File: config.mk
export PLATFORM = sky130hd
export DESIGN_NAME = mem_stage
export DESIGN_NICKNAME = d
export VERILOG_FILES = /design/src/rtl/mem_stage.sv
export SDC_FILE = /design/constraint.sdc
export NUM_CORES = 1
export LEC_CHECK = 0
export BUFFER_PORTS_ARGS = -buffer_cell sky130_fd_sc_hd__buf_2
export CAP_MARGIN = 25
export CORE_AREA = 3 3 113 115
export CTS_CLUSTER_DIAMETER = 200
export DETAILED_ROUTE_END_ITERATION = 10
export DIE_AREA = 0 0 116 118
export PLACE_DENSITY = 0.87
export SETUP_SLACK_MARGIN = 0.3
export SLEW_MARGIN = 0
export SYNTH_ARGS = -nofsm -noshare
export SYNTH_HDL_FRONTEND = slang
export SYNTH_SLANG_ARGS = --single-unit
File: constraint.sdc
create_clock -name clk -period 4.07 [get_ports clk]
set_input_delay 1.221 -clock clk [delete_from_list [all_inputs] [get_ports clk]]
set_output_delay 1.221 -clock clk [all_outputs]
set_load 0.005 [all_outputs]
File: src/rtl/mem_stage.sv
// Memory-access pipeline stage between EXE and WB.
// Holds one instruction, waits for the data-SRAM response of a load or store,
// extracts and extends load data, and discards responses owed to flushed instructions.
// Optional build macro MEM_STAGE_FWD_EN drives the ms_fwd_* outputs; when it is
// undefined those outputs are tied to 0.
module mem_stage #(
    parameter int MAX_OUTSTANDING = 2
) (
    input  logic        clk,
    input  logic        resetn,
    input  logic        es2ms_valid,
    output logic        ms_allowin,
    input  logic [31:0] es_pc,
    input  logic        es_mem_req,
    input  logic [4:0]  es_ld_op,
    input  logic        es_rf_we,
    input  logic [4:0]  es_rf_waddr,
    input  logic [31:0] es_result,
    input  logic        es_ex,
    input  logic        data_sram_data_ok,
    input  logic [31:0] data_sram_rdata,
    input  logic        ws_allowin,
    output logic        ms2ws_valid,
    output logic [31:0] ms_pc,
    output logic        ms_rf_we,
    output logic [4:0]  ms_rf_waddr,
    output logic [31:0] ms_rf_wdata,
    output logic        ms_ex,
    output logic        ms_ld_block,
    input  logic        wb_ex,
    output logic        ms_fwd_valid,
    output logic [31:0] ms_fwd_data
);

    localparam int CNT_W = $clog2(MAX_OUTSTANDING + 1);
    localparam logic [CNT_W-1:0] CNT_MAX = CNT_W'(MAX_OUTSTANDING);

    // Select the addressed byte/half lane and extend it; op is {b, bu, h, hu, w}.
    function automatic logic [31:0] load_extract(input logic [4:0]  op,
                                                 input logic [1:0]  lane,
                                                 input logic [31:0] word);
        logic        [31:0] sh;
        logic signed [7:0]  b8;
        logic signed [15:0] h16;
        logic signed [31:0] ext;
        sh  = word >> {lane, 3'b000};
        b8  = sh[7:0];
        h16 = sh[15:0];
        ext = signed'(word);
        if (op[4])      ext = 32'(b8);
        else if (op[3]) ext = signed'({24'b0, sh[7:0]});
        else if (op[2]) ext = 32'(h16);
        else if (op[1]) ext = signed'({16'b0, sh[15:0]});
        return unsigned'(ext);
    endfunction

    // Saturating up/down step of the stale-response counter.
    function automatic logic [CNT_W-1:0] drop_next(input logic [CNT_W-1:0] cnt,
                                                   input logic             inc,
                                                   input logic             dec);
        logic [CNT_W-1:0] nxt;
        nxt = cnt;
        if (inc && !dec && cnt != CNT_MAX) nxt = cnt + 1'b1;
        else if (dec && !inc)              nxt = cnt - 1'b1;
        return nxt;
    endfunction

    // ---- MEM stage registers (p1) ----
    logic             vld_p1;
    logic [31:0]      pc_p1;
    logic             mem_req_p1;
    logic [4:0]       ld_op_p1;
    logic             rf_we_p1;
    logic [4:0]       rf_waddr_p1;
    logic [31:0]      result_p1;
    logic             ex_p1;
    logic             buf_vld_p1;
    logic [31:0]      buf_p1;
    logic [CNT_W-1:0] drop_cnt;

    logic        resp_hit;
    logic        ms_ready_go;
    logic        is_load;
    logic        leave;
    logic        drop_inc;
    logic        drop_dec;
    logic [31:0] rdata_sel;

    assign resp_hit    = data_sram_data_ok && (drop_cnt == '0);
    assign ms_ready_go = !mem_req_p1 || buf_vld_p1 || resp_hit;
    assign ms_allowin  = !vld_p1 || (ms_ready_go && ws_allowin);
    assign ms2ws_valid = vld_p1 && ms_ready_go;
    assign leave       = ms2ws_valid && ws_allowin;
    assign is_load     = |ld_op_p1;
    assign rdata_sel   = buf_vld_p1 ? buf_p1 : data_sram_rdata;

    // A flushed memory instruction with no response yet still owes one data_ok.
    assign drop_inc = wb_ex && vld_p1 && mem_req_p1 && !buf_vld_p1 && !resp_hit;
    assign drop_dec = data_sram_data_ok && (drop_cnt != '0);

    assign ms_pc       = pc_p1;
    assign ms_rf_we    = vld_p1 && rf_we_p1;
    assign ms_rf_waddr = rf_waddr_p1;
    assign ms_rf_wdata = is_load ? load_extract(ld_op_p1, result_p1[1:0], rdata_sel) : result_p1;
    assign ms_ex       = vld_p1 && ex_p1;
    assign ms_ld_block = vld_p1 && is_load && !ms_ready_go;

`ifdef MEM_STAGE_FWD_EN
    assign ms_fwd_valid = vld_p1 && rf_we_p1 && ms_ready_go;
    assign ms_fwd_data  = ms_rf_wdata;
`else
    assign ms_fwd_valid = 1'b0;
    assign ms_fwd_data  = 32'h0;
`endif

    // Stage occupancy: flush wins, otherwise follow EXE when we can accept.
    always_ff @(posedge clk or negedge resetn) begin
        if (!resetn)         vld_p1 <= 1'b0;
        else if (wb_ex)      vld_p1 <= 1'b0;
        else if (ms_allowin) vld_p1 <= es2ms_valid;
    end

    // Capture instruction fields on a successful EXE->MEM handshake.
    always_ff @(posedge clk or negedge resetn) begin
        if (!resetn) begin
            pc_p1       <= 32'h0;
            mem_req_p1  <= 1'b0;
            ld_op_p1    <= 5'h0;
            rf_we_p1    <= 1'b0;
            rf_waddr_p1 <= 5'h0;
            result_p1   <= 32'h0;
            ex_p1       <= 1'b0;
        end else if (es2ms_valid && ms_allowin) begin
            pc_p1       <= es_pc;
            mem_req_p1  <= es_mem_req;
            ld_op_p1    <= es_ld_op;
            rf_we_p1    <= es_rf_we;
            rf_waddr_p1 <= es_rf_waddr;
            result_p1   <= es_result;
            ex_p1       <= es_ex;
        end
    end

    // Hold a response that arrived while WB was stalled.
    always_ff @(posedge clk or negedge resetn) begin
        if (!resetn) begin
            buf_vld_p1 <= 1'b0;
            buf_p1     <= 32'h0;
        end else if (wb_ex || leave) begin
            buf_vld_p1 <= 1'b0;
        end else if (resp_hit && vld_p1) begin
            buf_vld_p1 <= 1'b1;
            buf_p1     <= data_sram_rdata;
        end
    end

    // Count responses still owed to flushed instructions.
    always_ff @(posedge clk or negedge resetn) begin
        if (!resetn) drop_cnt <= '0;
        else         drop_cnt <= drop_next(drop_cnt, drop_inc, drop_dec);
    end

endmodule

# Word-level counts from Yosys, hierarchy flattened
# Index checks and enable logic that the tools add are counted.
# classes
muxes	12
bitwise_logic	1
add_sub_neg	2
eq_ne	1
reduce_logical	36
shift	1
# ops
cell	count
$mux W32	6
$shr A32 B5 Y16	1
$logic_and A1 B1 Y1	18
$reduce_bool A2 Y1	4
$logic_not A1 Y1	7
$reduce_or A5 Y1	1
$logic_or A1 B1 Y1	4
$mux W1	4
$mux W2	2
$add A2 B1 Y2 const B	1
$logic_not A2 Y1	1
$ne A2 B2 Y1 const B	1
$reduce_and A2 Y1	1
$sub A2 B1 Y2 const B	1
$not A1 Y1	1
# word_totals
regBits	113
word_cells	64
output_inout_bits	107
input_bits	115

# Depth between registers and ports, before layout
# depth
depth_word	8
depth_mapped	7
depth_no_buf	4

# Worst setup path after synthesis
# Ideal clock, no wire load.
# synth_path
kind	input port to output port
from	input data_sram_rdata[7]
to	output ms_rf_wdata[29]
cell_stages	5
t_required_ps	2849
slack_ps	385
n_path_buf	1
arrival_ps	2464
cell_sequence	mux2_1 mux4_2 a21boi_4 buf_6 a31oi_1
# synth_via
elab_chain_cells	6
# synth_lines
item	line_no	text
from (decl)	21	input logic [31:0] data_sram_rdata,
$mux W32 (*)	95	assign rdata_sel = buf_vld_p1 ? buf_p1 : data_sram_rdata;
$shr A32 B5 Y16 (*)	46	sh = word >> {lane, 3'b000};
$mux W32	52	else if (op[2]) ext = 32'(h16);
$mux W32	51	else if (op[3]) ext = signed'({24'b0, sh[7:0]});
$mux W32 (*)	50	if (op[4]) ext = 32'(b8);
$mux W32 (*)	104	assign ms_rf_wdata = is_load ? load_extract(ld_op_p1, result_p1[1:0], rdata_sel) : result_p1;
to (decl)	27	output logic [31:0] ms_rf_wdata,
# Mark *: on every way between the ends. The rest lies on a longest branch, timed or not.

# Final worst setup path
# layout_path
from	input data_sram_rdata[31]
to	output ms_rf_wdata[26]
# The elaborated chain is that of the path after synthesis.

==> flow_metrics.tcl <==
set metrics [dict create \
    grt-ovfl-total 0 \
    rows 40 \
    hold_violations 0 \
    avgSynthCellArea_um2 12.0 \
    die_w_um 116 \
    drt.antenna.violating_nets 0 \
    critPathMaxFanout 6 \
    synth-warning-count 0 \
    rr_worst_depth 5 \
    worstReg2RegStart "drop_cnt[0]" \
    drc 0 \
    min_period_ns 4.03 \
    cp-start-kind "primary input" \
    placed_cells 802 \
    coreArea_mm2 0.0119 \
    irDropWorstVdd_mv 0.374 \
    vias 4647 \
    layout_common_cells "183 x buf_2, 112 x dfrtp_1, 109 x mux2_2" \
    dieArea_mm2 0.0137 \
    clock_skew_ns 0.00634 \
    multiInputGateArea_mm2 0.00285 \
    hold_path_depth 1 \
    synthArstFlopShare_pct 100 \
    synth_seq_area_share_pct 48.3 \
    cts_buffers 17 \
    cts_tree "built" \
    stdcell_count 843 \
    crit_path_end_kind "output port" \
    relSlewSlack_pct 47.1 \
    required_ns 2.85 \
    crit_start "data_sram_rdata[31]" \
    io_buffers 188 \
    rrSetupSlack_ns 1.86 \
    grt_max_degree 63 \
    regArea_mm2 0.00283 \
    min_to "ex_p1" \
    grt_pass1_wl_mm 25.0 \
    syn_inst 486 \
    fillerInstances 899 \
    worstPathArrival_ns 2.81 \
    start_util_pct 49.2 \
    ys_types 36 \
    syn_area_mm2 0.00586 \
    grt_pass1_vias 4802 \
    die_y_um 118 \
    total_power_w 0.00415 \
    fin_nets 798 \
    setup_ws_ns 0.0426 \
    p_leak_nw 3.57 \
    p_per_area_mw_per_mm2 541 \
    syn2layout_area_growth_pct 31.1 \
    maxCapViolations 0 \
    drive_gt1_share_pct 54.5 \
    via_per_inst 5.51 \
    cts_max_level 4 \
    final_max_slew_viol_count 0 \
    fmax_ghz 0.248 \
    wl_mm 16.2 \
    clk_latency_ns 0.41 \
    synth_edf_count 0 \
    synth_seq_cells 113 \
    grt_use_total_pct 24.0 \
    routedWlPerCell_um 19.2 \
    clk_pin_slew_ns 0.05 \
    outcome "finished, final reports clean" \
    setup_viol 0 \
    holdWs_ns 0.497 \
    min_from "ex_p1" \
    rsz0062_at_grt "true" \
    path_class "in -> out" \
    synth_flop_cell "dfrtp_1" \
    r2r-end "result_p1[19]" \
    drt_iter0_markers 208 \
    clockBufferDepth 2 \
    hold_class "reg -> reg" \
    clock_sinks 113 \
    cts_root_buffer "clkbuf_16" \
    final_common_cell "buf_2" \
    pre_cts_slack_ns 0.0584 \
    hpwl_mm 11.8 \
    tns_ns 0 \
    dr.pass1.iters 5 \
    worst-slew-pin-transition_ns 0.793 \
    io_pins 222 \
    post-route-period-util_pct 99.0 \
    antenna_found_initial 2 \
    gp_congestion 0.938 \
]
==> per-stage QoR <==
stage                     utilization, %  instance area [um^2]
final                               64.5                  7680
after global routing                64.5                  7680
after CTS                           63.8                  7600
after detailed placement            57.2                  6820
after global placement              57.2                  6820
after floorplan                        -                  5980
==> cell families (layout without fill, tap and decap cells) <==
group,Yosys count,count (layout),share of synthesized area (%)
AND/OR/NAND/NOR,91,91,7.54
AO/OA/AOI/OAI,66,66,7.12
other,1,34,0.0640
buffers and inverters,64,241,7.01
flip-flops,113,113,48.3
multiplexers,151,151,30.0
==> where the power goes <==
| part | switching (W) | leakage [nW] | total, W | internal, W |
|---|---|---|---|---|
| clock | 0.000504 | 0.301 | 0.00150 | 0.00100 |
| sequential | 0.000171 | 1.34 | 0.00156 | 0.00139 |
| combinational | 0.000482 | 1.92 | 0.00109 | 0.000606 |
| total | 0.00116 | 3.57 | 0.00415 | 0.00300 |
==> routing by layer <==
metal	routed length (um)	share of wire [%]	GRT usage [%]	vias to the layer above
li1	-	-	-	2083
met1	6190	38	29.2	2278
met2	7970	49	38.2	249
met3	1570	9.7	8.43	35
met4	437	2.7	10.7	2
met5	11	0.068	0	-
==> how the worst max path moves through the flow <==
stage                                  to  cells past startpoint
final                     ms_rf_wdata[26]                      8
after global routing      ms_rf_wdata[18]                      8
after global placement    ms_rf_wdata[17]                      7
after floorplan           ms_rf_wdata[29]                      5
after detailed placement  ms_rf_wdata[24]                      7
after CTS                 ms_rf_wdata[29]                      8
==> sequential cells by signal, indices dropped and copies added (netlist names) <==
register and count:
buf_p1 32, ms_pc 32, result_p1 32, ld_op_p1 5, ms_rf_waddr 5, drop_cnt 2
buf_vld_p1 1, ex_p1 1, mem_req_p1 1, rf_we_p1 1, vld_p1 1
==> layout make-up <==
cell class                 count  share of cell area (%)
sequential                   113                    36.8
tap                          147                    2.40
antenna                        1                  0.0326
timing repair buffer         210                    15.8
multi-input combinational    341                    37.1
clock buffer                  20                    6.08
clock inverter                11                    1.78
==> worst max-delay path, stage by stage <==
cell and delay (ns):
buf_6 0.09, mux2_4 0.27, mux4_2 0.53, a21boi_4 0.18, buf_6 0.15, clkbuf_16 0.15
a31oi_1 0.07, buf_2 0.14
==> synth_stat cells (2+ instances only) <==
master / number / area (um^2)
buf_6: 3 / 33.8
dfrtp_1: 113 / 2830
buf_2: 10 / 50.1
o221ai_1: 7 / 61.3
nor2b_1: 2 / 12.5
nand3_1: 7 / 35.0
nand2_1: 6 / 22.5
buf_1: 3 / 11.3
buf_4: 36 / 270
o21ai_0: 7 / 35.0
mux2_2: 112 / 1260
clkbuf_1: 12 / 45.0
nand2b_1: 18 / 113
mux4_2: 8 / 180
a21oi_1: 26 / 130
and3_1: 3 / 18.8
a31oi_1: 17 / 106
mux2_1: 3 / 33.8
o211ai_1: 2 / 15.0
and2_1: 2 / 12.5
nor3_1: 3 / 15.0
nor2_1: 45 / 169
mux2i_1: 28 / 280
==> repair_timing <==
item                       4_1_cts  5_1_grt
gates cloned                     2        1
hold buffers                     0        0
resized for setup               18       10
setup endpoints to repair       24       31
pin swaps                        3        1
setup buffers                    5        1
Note: power is estimated with default switching activity, not from simulation.
